==> src/rtl/mul_sequencer_pkg.sv <==
// -----------------------------------------------------------------------------
// mul_sequencer_pkg
// Shared types for the EX-stage multiply sequencer: M-extension funct3 codes,
// sequencer states, operand signedness classes, the request payload and the
// operand-cache entry. Also a helper mapping funct3 to its signedness class.
// -----------------------------------------------------------------------------
package mul_sequencer_pkg;

    localparam int unsigned XLEN = 32;
    localparam int unsigned F3W  = 3;

    // M-extension multiply funct3 codes (funct3[2] set means divide/rem,
    // which this sequencer treats as illegal)
    typedef enum logic [F3W-1:0] {
        mul    = 3'b000,
        mulh   = 3'b001,
        mulhsu = 3'b010,
        mulhu  = 3'b011
    } m_funct3_t;

    typedef enum logic [1:0] {
        IDLE  = 2'd0,
        ISSUE = 2'd1,
        ACCUM = 2'd2,
        DONE  = 2'd3
    } mul_seq_state_t;

    // Operand signedness: signed*signed, signed*unsigned, unsigned*unsigned
    typedef enum logic [1:0] {
        SS = 2'd0,
        SU = 2'd1,
        UU = 2'd2
    } mul_class_t;

    // Request payload carried alongside req_valid/req_ready
    typedef struct packed {
        logic [F3W-1:0]  funct3;
        logic [XLEN-1:0] a;
        logic [XLEN-1:0] b;
    } mul_req_t;

    // One operand-cache entry; mul and mulh share a class, so a cached
    // SS product serves either half
    typedef struct packed {
        logic [XLEN-1:0] a;
        logic [XLEN-1:0] b;
        mul_class_t      cls;
    } mul_cache_entry_t;

    function automatic logic funct3_illegal(input logic [F3W-1:0] f);
        return f[2];
    endfunction

    function automatic mul_class_t funct3_class(input logic [F3W-1:0] f);
        mul_class_t c;
        case (f)
            mul, mulh: c = SS;
            mulhsu:    c = SU;
            mulhu:     c = UU;
            default:   c = SS;
        endcase
        return c;
    endfunction

endpackage : mul_sequencer_pkg

==> src/rtl/mul_sequencer_if.sv <==
// -----------------------------------------------------------------------------
// mul_sequencer_if
// Request/response handshake bundle between the issuing pipeline (master) and
// the multiply sequencer (slave).
//   req_valid   master->slave  request present
//   req_ready   slave->master  request accepted when valid && ready
//   req_payload master->slave  funct3, rs1, rs2
//   resp_valid  slave->master  result available
//   resp_ready  master->slave  consumer takes result when valid && ready
//   resp_data   slave->master  32-bit result
// -----------------------------------------------------------------------------
interface mul_sequencer_if;
    import mul_sequencer_pkg::*;

    logic                req_valid;
    logic                req_ready;
    mul_req_t            req_payload;
    logic                resp_valid;
    logic                resp_ready;
    logic [XLEN-1:0]     resp_data;

    modport master (
        output req_valid,
        output req_payload,
        output resp_ready,
        input  req_ready,
        input  resp_valid,
        input  resp_data
    );

    modport slave (
        input  req_valid,
        input  req_payload,
        input  resp_ready,
        output req_ready,
        output resp_valid,
        output resp_data
    );

endinterface : mul_sequencer_if

==> src/rtl/mul_operand_cache.sv <==
// -----------------------------------------------------------------------------
// mul_operand_cache
// One-entry cache of the operand pair and class of the last completed
// multiplier run, so a mul/mulh pair on identical operands can reuse the
// product already sitting in the multiplier's stage-2 registers.
//   gclk, rst        clock, synchronous active-high reset (entry invalid)
//   i_set            capture i_set_a/b/class and mark valid
//   i_invalidate     clear valid (wins over i_set)
//   i_set_a/b/class  entry contents to capture
//   i_cmp_a/b/class  lookup key
//   o_hit_c          combinational: valid and key matches entry
// -----------------------------------------------------------------------------
module mul_operand_cache
    import mul_sequencer_pkg::*;
(
    input  logic             gclk,
    input  logic             rst,
    input  logic             i_set,
    input  logic             i_invalidate,
    input  logic [XLEN-1:0]  i_set_a,
    input  logic [XLEN-1:0]  i_set_b,
    input  mul_class_t       i_set_class,
    input  logic [XLEN-1:0]  i_cmp_a,
    input  logic [XLEN-1:0]  i_cmp_b,
    input  mul_class_t       i_cmp_class,
    output logic             o_hit_c
);

    logic             r_valid;
    mul_cache_entry_t r_entry;

    // Valid bit: invalidate takes priority over set
    always_ff @(posedge gclk) begin
        if (rst) begin
            r_valid <= 1'b0;
        end else if (i_invalidate) begin
            r_valid <= 1'b0;
        end else if (i_set) begin
            r_valid <= 1'b1;
        end
    end

    // Entry payload, only rewritten on set
    always_ff @(posedge gclk) begin
        if (rst) begin
            r_entry <= '0;
        end else if (i_set && !i_invalidate) begin
            r_entry.a   <= i_set_a;
            r_entry.b   <= i_set_b;
            r_entry.cls <= i_set_class;
        end
    end

    assign o_hit_c = r_valid
                  && (r_entry.a   == i_cmp_a)
                  && (r_entry.b   == i_cmp_b)
                  && (r_entry.cls == i_cmp_class);

endmodule : mul_operand_cache

==> src/rtl/mul_sequencer.sv <==
// -----------------------------------------------------------------------------
// mul_sequencer
// Sequences the two-stage Booth/Wallace multiplier in EX: accepts one multiply
// request, latches operands/funct3, pulses stage-1 load then stage-2 load, and
// returns the result. A one-entry operand cache short-circuits a repeat of the
// same operand pair and class. Flush aborts in-flight work.
//   gclk, rst        clock, synchronous active-high reset
//   i_flush          pipeline flush
//   bus              request/response handshake (slave side)
//   o_mul_a/b        latched operands to the multiplier
//   o_mul_funct3     latched funct3 to the multiplier
//   o_mul_enable     stage-1 (partial product) load, one cycle in ISSUE
//   o_mul_add        stage-2 (compressor) load, one cycle in ACCUM
//   i_mul_f          multiplier result, combinational from stage-2 registers
//   o_busy           sequencer not idle
// -----------------------------------------------------------------------------
module mul_sequencer
    import mul_sequencer_pkg::*;
(
    input  logic               gclk,
    input  logic               rst,
    input  logic               i_flush,
    mul_sequencer_if.slave     bus,
    output logic [XLEN-1:0]    o_mul_a,
    output logic [XLEN-1:0]    o_mul_b,
    output logic [F3W-1:0]     o_mul_funct3,
    output logic               o_mul_enable,
    output logic               o_mul_add,
    input  logic [XLEN-1:0]    i_mul_f,
    output logic               o_busy
);

    mul_seq_state_t r_state;
    mul_seq_state_t w_state_next;

    mul_req_t       r_req;
    logic           r_illegal;
    logic           r_mul_enable;
    logic           r_mul_add;
    logic           r_resp_valid;
    logic           r_busy;

    logic           w_accept;
    logic           w_req_illegal;
    mul_class_t     w_req_class;
    mul_class_t     w_lat_class;
    logic           w_hit;
    logic           w_cache_set;
    logic           w_cache_inval;

    // Flush blocks acceptance so a squashed instruction never enters
    assign bus.req_ready = (r_state == IDLE) && !i_flush;
    assign w_accept      = bus.req_valid && bus.req_ready;

    assign w_req_illegal = funct3_illegal(bus.req_payload.funct3);
    assign w_req_class   = funct3_class(bus.req_payload.funct3);
    assign w_lat_class   = funct3_class(r_req.funct3);

    // Lookup uses the incoming request; fill uses the latched operands
    mul_operand_cache u_cache (
        .gclk         (gclk),
        .rst          (rst),
        .i_set        (w_cache_set),
        .i_invalidate (w_cache_inval),
        .i_set_a      (r_req.a),
        .i_set_b      (r_req.b),
        .i_set_class  (w_lat_class),
        .i_cmp_a      (bus.req_payload.a),
        .i_cmp_b      (bus.req_payload.b),
        .i_cmp_class  (w_req_class),
        .o_hit_c      (w_hit)
    );

    // State register
    always_ff @(posedge gclk) begin
        if (rst) begin
            r_state <= IDLE;
        end else begin
            r_state <= w_state_next;
        end
    end

    // Next-state and cache control
    always_comb begin
        w_state_next  = r_state;
        w_cache_set   = 1'b0;
        w_cache_inval = 1'b0;
        case (r_state)
            IDLE: begin
                if (w_accept) begin
                    if (w_req_illegal) begin
                        w_state_next = DONE;
                    end else if (w_hit) begin
                        w_state_next = DONE;
                    end else begin
                        w_state_next  = ISSUE;
                        w_cache_inval = 1'b1;
                    end
                end
            end
            ISSUE: begin
                if (i_flush) begin
                    w_state_next  = IDLE;
                    w_cache_inval = 1'b1;
                end else begin
                    w_state_next = ACCUM;
                end
            end
            ACCUM: begin
                // Stage-2 loads this cycle, so the product matches the
                // latched operands from the next cycle on
                if (i_flush) begin
                    w_state_next  = IDLE;
                    w_cache_inval = 1'b1;
                end else begin
                    w_state_next = DONE;
                    w_cache_set  = 1'b1;
                end
            end
            DONE: begin
                // Flush drops the response but the stage-2 product is still
                // valid, so the cache entry is kept
                if (i_flush || bus.resp_ready) begin
                    w_state_next = IDLE;
                end
            end
            default: begin
                w_state_next = IDLE;
            end
        endcase
    end

    // Registered state-decoded outputs, computed from the next state
    always_ff @(posedge gclk) begin
        if (rst) begin
            r_mul_enable <= 1'b0;
            r_mul_add    <= 1'b0;
            r_resp_valid <= 1'b0;
            r_busy       <= 1'b0;
        end else begin
            r_mul_enable <= (w_state_next == ISSUE);
            r_mul_add    <= (w_state_next == ACCUM);
            r_resp_valid <= (w_state_next == DONE);
            r_busy       <= (w_state_next != IDLE);
        end
    end

    // Operand/funct3 latch, held until the next accept
    always_ff @(posedge gclk) begin
        if (rst) begin
            r_req     <= '0;
            r_illegal <= 1'b0;
        end else if (w_accept) begin
            r_req     <= bus.req_payload;
            r_illegal <= w_req_illegal;
        end
    end

    assign o_mul_a      = r_req.a;
    assign o_mul_b      = r_req.b;
    assign o_mul_funct3 = r_req.funct3;
    assign o_mul_enable = r_mul_enable;
    assign o_mul_add    = r_mul_add;
    assign o_busy       = r_busy;

    // Result passes straight from the stage-2 output; illegal ops return 0
    assign bus.resp_valid = r_resp_valid;
    assign bus.resp_data  = (r_resp_valid && !r_illegal) ? i_mul_f : '0;

endmodule : mul_sequencer

==> src/flat_wrapper.sv <==
// flat-port wrapper written by rule: the top's interface ports become plain ports
module mul_sequencer_flat import mul_sequencer_pkg::*;
  (gclk, rst, i_flush, o_mul_a, o_mul_b, o_mul_funct3, o_mul_enable, o_mul_add, i_mul_f, o_busy, bus_req_valid, bus_req_payload, bus_resp_ready, bus_req_ready, bus_resp_valid, bus_resp_data);
  mul_sequencer_if bus_i ();
  input  logic gclk;
  input  logic rst;
  input  logic i_flush;
  output logic [XLEN-1:0] o_mul_a;
  output logic [XLEN-1:0] o_mul_b;
  output logic [F3W-1:0] o_mul_funct3;
  output logic o_mul_enable;
  output logic o_mul_add;
  input  logic [XLEN-1:0] i_mul_f;
  output logic o_busy;
  input wire logic [$bits(bus_i.req_valid)-1:0] bus_req_valid;
  input wire logic [$bits(bus_i.req_payload)-1:0] bus_req_payload;
  input wire logic [$bits(bus_i.resp_ready)-1:0] bus_resp_ready;
  output wire logic [$bits(bus_i.req_ready)-1:0] bus_req_ready;
  output wire logic [$bits(bus_i.resp_valid)-1:0] bus_resp_valid;
  output wire logic [$bits(bus_i.resp_data)-1:0] bus_resp_data;
  assign bus_i.req_valid = bus_req_valid;
  assign bus_i.req_payload = bus_req_payload;
  assign bus_i.resp_ready = bus_resp_ready;
  assign bus_req_ready = bus_i.req_ready;
  assign bus_resp_valid = bus_i.resp_valid;
  assign bus_resp_data = bus_i.resp_data;
  mul_sequencer u_core (.gclk(gclk), .rst(rst), .i_flush(i_flush), .bus(bus_i), .o_mul_a(o_mul_a), .o_mul_b(o_mul_b), .o_mul_funct3(o_mul_funct3), .o_mul_enable(o_mul_enable), .o_mul_add(o_mul_add), .i_mul_f(i_mul_f), .o_busy(o_busy));
endmodule
==> config.mk <==
export PLATFORM = sky130hd
export DESIGN_NAME = mul_sequencer_flat
export DESIGN_NICKNAME = d
export VERILOG_FILES = /design/src/rtl/mul_sequencer_pkg.sv /design/src/rtl/mul_sequencer_if.sv /design/src/rtl/mul_operand_cache.sv /design/src/rtl/mul_sequencer.sv /design/src/flat_wrapper.sv
export SDC_FILE = /design/constraint.sdc
export NUM_CORES = 1
export LEC_CHECK = 0
export ABC_CLOCK_PERIOD_IN_PS = 3060
export BUFFER_PORTS_ARGS = -buffer_cell sky130_fd_sc_hd__buf_2
export CAP_MARGIN = 20
export CORE_MARGIN = 2
export CORE_UTILIZATION = 25
export CTS_BUF_LIST = sky130_fd_sc_hd__clkbuf_16
export DETAILED_ROUTE_END_ITERATION = 10
export PLACE_DENSITY = 0.48
export SLEW_MARGIN = 10
export SYNTH_ARGS = -nofsm -noshare
export SYNTH_HDL_FRONTEND = slang
export SYNTH_SLANG_ARGS = --single-unit
==> constraint.sdc <==
create_clock -name gclk -period 3.06 [get_ports gclk]
set_clock_uncertainty 0.2 [all_clocks]
set_input_delay 0.765 -clock gclk [delete_from_list [all_inputs] [get_ports gclk]]
set_output_delay 0.765 -clock gclk [all_outputs]
set_load 0.005 [all_outputs]
==> results_dict.tcl, run 1 <==
set metrics [dict create \
    status "finished clean" \
    synth_nets 867 \
    tritoncts "yes" \
    clkPwrFrac_pct 35.6 \
    worstPathRequired_ns 3.20 \
    grt_pass1_wl_um 30850 \
    finalWeightedCongestion 0.7292 \
    nFillCells 2799 \
    firstDrtPassIters 6 \
    worstSetupPathType "in2reg" \
    leakage_nw 3.609 \
    power.total_mw 5.539 \
    dieHeight_um 166.7 \
    wl_per_cell_um 15.51 \
    reg2reg_slack_ns 0.27 \
    slew_violations 0 \
    syn_area_per_cell_um2 8.725 \
    drcViolationCount 0 \
    min_period_ns 2.960 \
    worstPathCellList "buf_2 -> nor2b_1 -> a2111o_1 -> or4_1 -> nor4_2 -> buf_4 -> a2111oi_1 -> nor2b_4 -> buf_4 -> clkbuf_16 -> mux2i_1" \
    synthArstFlopShare_pct 0 \
    path_clk_slew_ns 0.06 \
    period_share_pct 96.74 \
    hp-start "u_core.o_mul_b[21]$_SDFFE_PP0P_" \
    multi_input_area_um2 3556 \
    hold_class "reg2reg" \
    cts-root-buf "clkbuf_16" \
    synth_area_leaders "dfxtp_1 42%, nand2b_1 13%, mux2i_1 9.7%, nand2_1 7.8%, xor2_1 6.8%" \
    syn_area_um2 6614 \
    yosys.area.top_type "dfxtp_1" \
    io_buffers 207 \
    reg2reg_to "u_core.u_cache.r_entry[54]$_SDFFE_PP0P_" \
    dp_hpwl_um 14340 \
    critPathSlowestCell "or4_1" \
    clockBufferDepth 2 \
    synth.distinct_cells 38 \
    max_slew_margin_pct 51.05 \
    worstMarginPinSlew_ns 0.7324 \
    tns_ns 0 \
    synth_cells 758 \
    dominantRegCellSynth "dfxtp_1" \
    pwr-share-seq_pct 37.8 \
    yosys_warnings 0 \
    htreeDepth 4 \
    nets 1074 \
    seqCellArea_um2 2803 \
    setup_violations 0 \
    grt-ovfl-total 0 \
    end_kind "register" \
    core_um2 25980 \
    synthTopCellsByCount "142 x nand2b_1, 140 x dfxtp_1, 137 x nand2_1" \
    hold_violations 0 \
    min_to "u_core.o_mul_b[21]$_SDFFE_PP0P_" \
    area_growth_pct 31.82 \
    grt_max_degree 110 \
    cp.arrival_ns 3.10 \
    dieArea_um2 27770 \
    grt.total_usage_pct 14.13 \
    drive_above_1_share_pct 28.02 \
    rsz0062_at_grt "false" \
    fin_ws_ns 0.09965 \
    cp_max_fo 15 \
    routed_wl_um 20380 \
    r2r_start "u_core.u_cache.r_entry[57]$_SDFFE_PP0P_" \
    cts_sinks 140 \
    power_density_nw_per_um2 635.3 \
    grt_pass1_vias 5558 \
    hold_path_depth 2 \
    io-pin-count 208 \
    yosysMostFrequentCell "nand2b_1" \
    combPwrFrac_pct 26.6 \
    clock_latency_ns 0.42 \
    crit_path_frequent_cell "buf_4" \
    timing.fmax_mhz 337.8 \
    vias 5613 \
    drtIter0Drc 257 \
    synth_seq_cells 140 \
    vdd_drop_max_mv 0.2779 \
    die_w_um 166.7 \
    numCtsBuffers 17 \
    ant_nets 0 \
    synth-edff-count 0 \
    sw_frac_of_total_pct 31.99 \
    place_ws_ns -0.4249 \
    ys_seq_area_share_pct 42.38 \
    intPower_mw 3.767 \
    critPathMaxStageDelay_ns 0.53 \
    startpoint_type "primary input" \
    rows 59 \
    hold_buffers 0 \
    initial_core_util_pct 25.45 \
    drt-vias-per-instance 4.272 \
    cap_viol_max_count 0 \
    reg2reg_depth 11 \
    power_switching_mw 1.772 \
    antenna_found_initial 1 \
    hold-worst-slack_ns 0.2659 \
    synth.top_cell.area_share_pct 42.38 \
]
[per-stage QoR]
step,instances,util [%],instance area (um2)
final,1314,33.55,8718
after CTS,1307,33.09,8598
after global routing,1314,33.55,8718
after global placement,1275,30.97,8048
after detailed placement,1275,30.97,8048
after floorplan,758,-,6614
[flip-flops by register name (all words and copies together) (netlist names)]
register / flops
u_core.u_cache.r_entry: 66
u_core.u_cache.r_valid: 1
u_core.bus.resp_valid: 1
u_core.o_mul_funct3: 3
u_core.o_mul_add: 1
u_core.r_state: 2
u_core.o_mul_enable: 1
u_core.o_mul_a: 32
u_core.o_busy: 1
u_core.o_mul_b: 32
[timing repair]
action | 4_1_cts | 5_1_grt
endpoints found under the setup margin | 0 | 66
resized for setup | 0 | 3
buffers inserted | 0 | 2
[final cells by class]
class	instances	area share, %
clock inverters	15	1.435
diodes	1	0.02870
multi-input cells	562	40.79
repair buffers	237	15.61
flip-flops and latches	140	32.15
inverters	7	0.3014
well taps	335	4.808
clock buffers	17	4.879
[power by group through the flow]
stage               clock network [mW]  registers [mW]  logic [mW]
detailed placement                   0            2.14        1.41
finish                            1.97            2.09        1.48
global placement                     0            2.13        1.41
CTS                               2.02            2.10        1.42
global route                      2.11            2.12        1.64
floorplan                            0            2.12       0.866
[metal layers]
layer | wire length, um | up-vias | part of all wire (%) | GRT usage [%]
li1 | - | 2879 | - | -
met1 | 9755 | 2606 | 48 | 18.94
met2 | 9549 | 116 | 47 | 23.01
met3 | 882 | 12 | 4.3 | 3.327
met4 | 190 | 0 | 0.93 | 3.373
met5 | 0 | - | 0 | 0
[worst max-delay path: cells and delay by family]
family	cells	cell delay, ns
AOI/OAI and AO/OA	2	0.50
buffers and inverters	4	0.62
muxes	1	0.20
and+or+nand+nor	4	1.00
[worst max path at each step]
stage,start,slack (ns),cells after the start,to
after detailed placement,bus_req_payload[41],-0.42,11,u_core.u_cache.r_entry[14]$_SDFFE_PP0P_
after global placement,bus_req_payload[41],-0.43,11,u_core.u_cache.r_entry[24]$_SDFFE_PP0P_
final,bus_req_payload[37],0.1,11,u_core.u_cache.r_entry[54]$_SDFFE_PP0P_
after global routing,bus_req_payload[37],0.00006,11,u_core.u_cache.r_entry[28]$_SDFFE_PP0P_
after floorplan,bus_req_payload[37],0.01,10,u_core.u_cache.r_entry[15]$_SDFFE_PP0P_
after CTS,bus_req_payload[41],0.01,11,u_core.u_cache.r_entry[14]$_SDFFE_PP0P_
[logic make-up (layout without fill, tap and decap cells)]
kind of cell	count (synthesis)	in the layout	synth area share (%)
buffers and inverters	56	276	4.219
other	0	1	0
XOR/XNOR	53	53	7.019
flip-flops	140	140	42.38
AO/OA/AOI/OAI	86	86	7.454
multiplexers	65	65	9.856
adder cells (fa/ha/maj)	5	5	0.9459
AND/OR/NAND/NOR	353	353	28.13
[cell usage in the layout, fill, tap and decap left out, types with 8 or more instances in the layout]
cell,instances
buf_2,206
nand2b_1,142
dfxtp_1,140
nand2_1,136
a21oi_1,70
mux2i_1,64
xor2_1,51
and2_1,34
buf_4,23
clkbuf_16,20
nor4_1,10
inv_1,9
nor2b_1,8
(Power assumes the default switching activity.)
==> run 2: changes to the inputs <==
CORE_UTILIZATION = 35   (was 25)
CTS_BUF_LIST = sky130_fd_sc_hd__clkbuf_4 sky130_fd_sc_hd__clkbuf_8 sky130_fd_sc_hd__clkbuf_16   (was sky130_fd_sc_hd__clkbuf_16)
GPL_TIMING_DRIVEN = 0   (was not set)
PLACE_DENSITY = 0.62   (was 0.48)
==> results_dict.tcl, run 2 (synthesis gave the netlist of run 1 again) <==
set metrics [dict create \
    post-route-util_pct 46.95 \
    startpoint_type "primary input" \
    min_period_ns 3.030 \
    reg2reg_slack_ns 0.14 \
    htreeDepth 4 \
    numCtsBuffers 17 \
    dieArea_um2 20010 \
    firstDrtPassIters 7 \
    wl_per_cell_um 16.70 \
    path_delay_family "simple AND/OR/NAND/NOR gates" \
    setup_violations 0 \
    nets 1103 \
    grt-ovfl-total 0 \
    slew_violations 0 \
    cts-root-buf "clkbuf_16" \
    mostFrequentLayoutCell "buf_2" \
    max_slew_margin_pct 57.04 \
    hold_buffers 0 \
    vias 5890 \
    critPathBufInv 4 \
    regMostFlops "u_core.u_cache.r_entry" \
    tritoncts "yes" \
    clock_latency_ns 0.43 \
    area_growth_pct 32.35 \
    largest_register_ffs 66 \
    ant_nets 0 \
    initial_core_util_pct 35.48 \
    status "finished clean" \
    cp.arrival_ns 3.18 \
    place_ws_ns -0.6459 \
    core_um2 18640 \
    io_buffers 206 \
    rows 50 \
    worstSetupPathType "in2reg" \
    path_clk_slew_ns 0.06 \
    final_cell_mix "206 x buf_2, 142 x nand2b_1, 140 x dfxtp_1" \
    antenna_found_initial 2 \
    worstPathCellList "buf_2 -> xor2_1 -> nor4_2 -> nand4_1 -> nor3_2 -> a2111oi_4 -> nor2b_1 -> buf_4 -> buf_12 -> clkbuf_16 -> mux2i_1" \
    hold_violations 0 \
    cp_max_fo 8 \
    die_w_um 141.5 \
    power.total_mw 5.692 \
    cap_viol_max_count 0 \
    period_share_pct 99.02 \
    fin_ws_ns 0.03006 \
    end_kind "register" \
    power_density_nw_per_um2 650.3 \
    hold_class "reg2reg" \
    instances_no_fill 1239 \
    dp_hpwl_um 15240 \
    finalWeightedCongestion 0.8298 \
    dieHeight_um 141.5 \
    dpl.cell_count 1198 \
    critPathSlowestCell "nor4_2" \
    io-pin-count 208 \
    grt_pass1_vias 5382 \
    critPathMaxStageDelay_ns 0.57 \
    grt_max_degree 17 \
    cts_sinks 140 \
    worstMarginPinSlew_ns 0.6444 \
    drcViolationCount 0 \
    routed_wl_um 20690 \
    timing.fmax_mhz 330.0 \
    drtIter0Drc 375 \
    grt_pass1_wl_um 30210 \
    grt.total_usage_pct 19.89 \
    worstPathRequired_ns 3.21 \
    leakage_nw 3.636 \
    drt-vias-per-instance 4.754 \
    drive_above_1_share_pct 26.20 \
    vdd_drop_max_mv 0.2937 \
    clockBufferDepth 2 \
]
-- run 2: cell types whose count changed in the layout (fill, tap and decap cells not counted), sizes merged --
cell,before,now
clkbuf,20,63
clkinvlp,4,3
bufinv,1,2
inv,12,7
clkinv,5,2
buf,234,225
-- run 2: area by class of cell --
type                    count  area, um2
multi-input cells         562       3576
inverters                   7      26.28
fillers                  1845       9889
clock buffers              22      475.5
flip-flops and latches    140       2803
plain buffers              49      284.0
repair buffers            217       1201
well taps                 234      292.8
clock inverters             7      92.59
diodes                      1      2.502
-- run 2: power by group --
group	switching [mW]	leakage (nW)	internal, mW
registers	0.114	1.13	1.98
logic	0.840	2.23	0.731
clock network	0.776	0.274	1.25
-- run 2: stage by stage --
step	setup TNS, ns	hold slack (ns)	area (um2)
5_1_grt	-0.07590	0.2867	8753
6_report	0	0.2653	8753
3_3_place_gp	-35.63	0.2553	7938
3_5_place_dp	-36.99	0.2629	7938
2_1_floorplan	0	0.2487	6614
4_1_cts	0	0.2671	8526
-- run 2: worst paths after layout --
kind / startpoint / to / depth (start not counted)
max: bus_req_payload[59] / u_core.u_cache.r_entry[16]$_SDFFE_PP0P_ / 11
max reg2reg: u_core.u_cache.r_entry[61]$_SDFFE_PP0P_ / u_core.u_cache.r_entry[16]$_SDFFE_PP0P_ / 10
min reg2reg: u_core.o_mul_b[28]$_SDFFE_PP0P_ / u_core.o_mul_b[28]$_SDFFE_PP0P_ / 2
min: u_core.o_mul_b[28]$_SDFFE_PP0P_ / u_core.o_mul_b[28]$_SDFFE_PP0P_ / 2
-- run 2: what timing repair did --
action	in CTS	in global routing
pin swaps	1	4
setup buffers	0	6
gates resized for setup	3	11
endpoints found under the setup margin	61	39
gates cloned	0	5
-- run 2: per-layer routing --
metal	vias to the layer above	GRT usage (%)	wire [um]
li1	2942	-	-
met1	2744	26.64	9283
met2	180	31.71	9734
met3	22	4.657	1368
met4	2	6.526	295
met5	-	0	11
-- run 2: worst register-to-register path, stage by stage (launching register included) --
cell and delay [ns]:
dfxtp_1 0.32, xor2_1 0.20, nor4_2 0.57, nand4_1 0.21, nor3_2 0.35, a2111oi_4 0.14
nor2b_1 0.16, buf_4 0.18, buf_12 0.17, clkbuf_16 0.17, mux2i_1 0.18
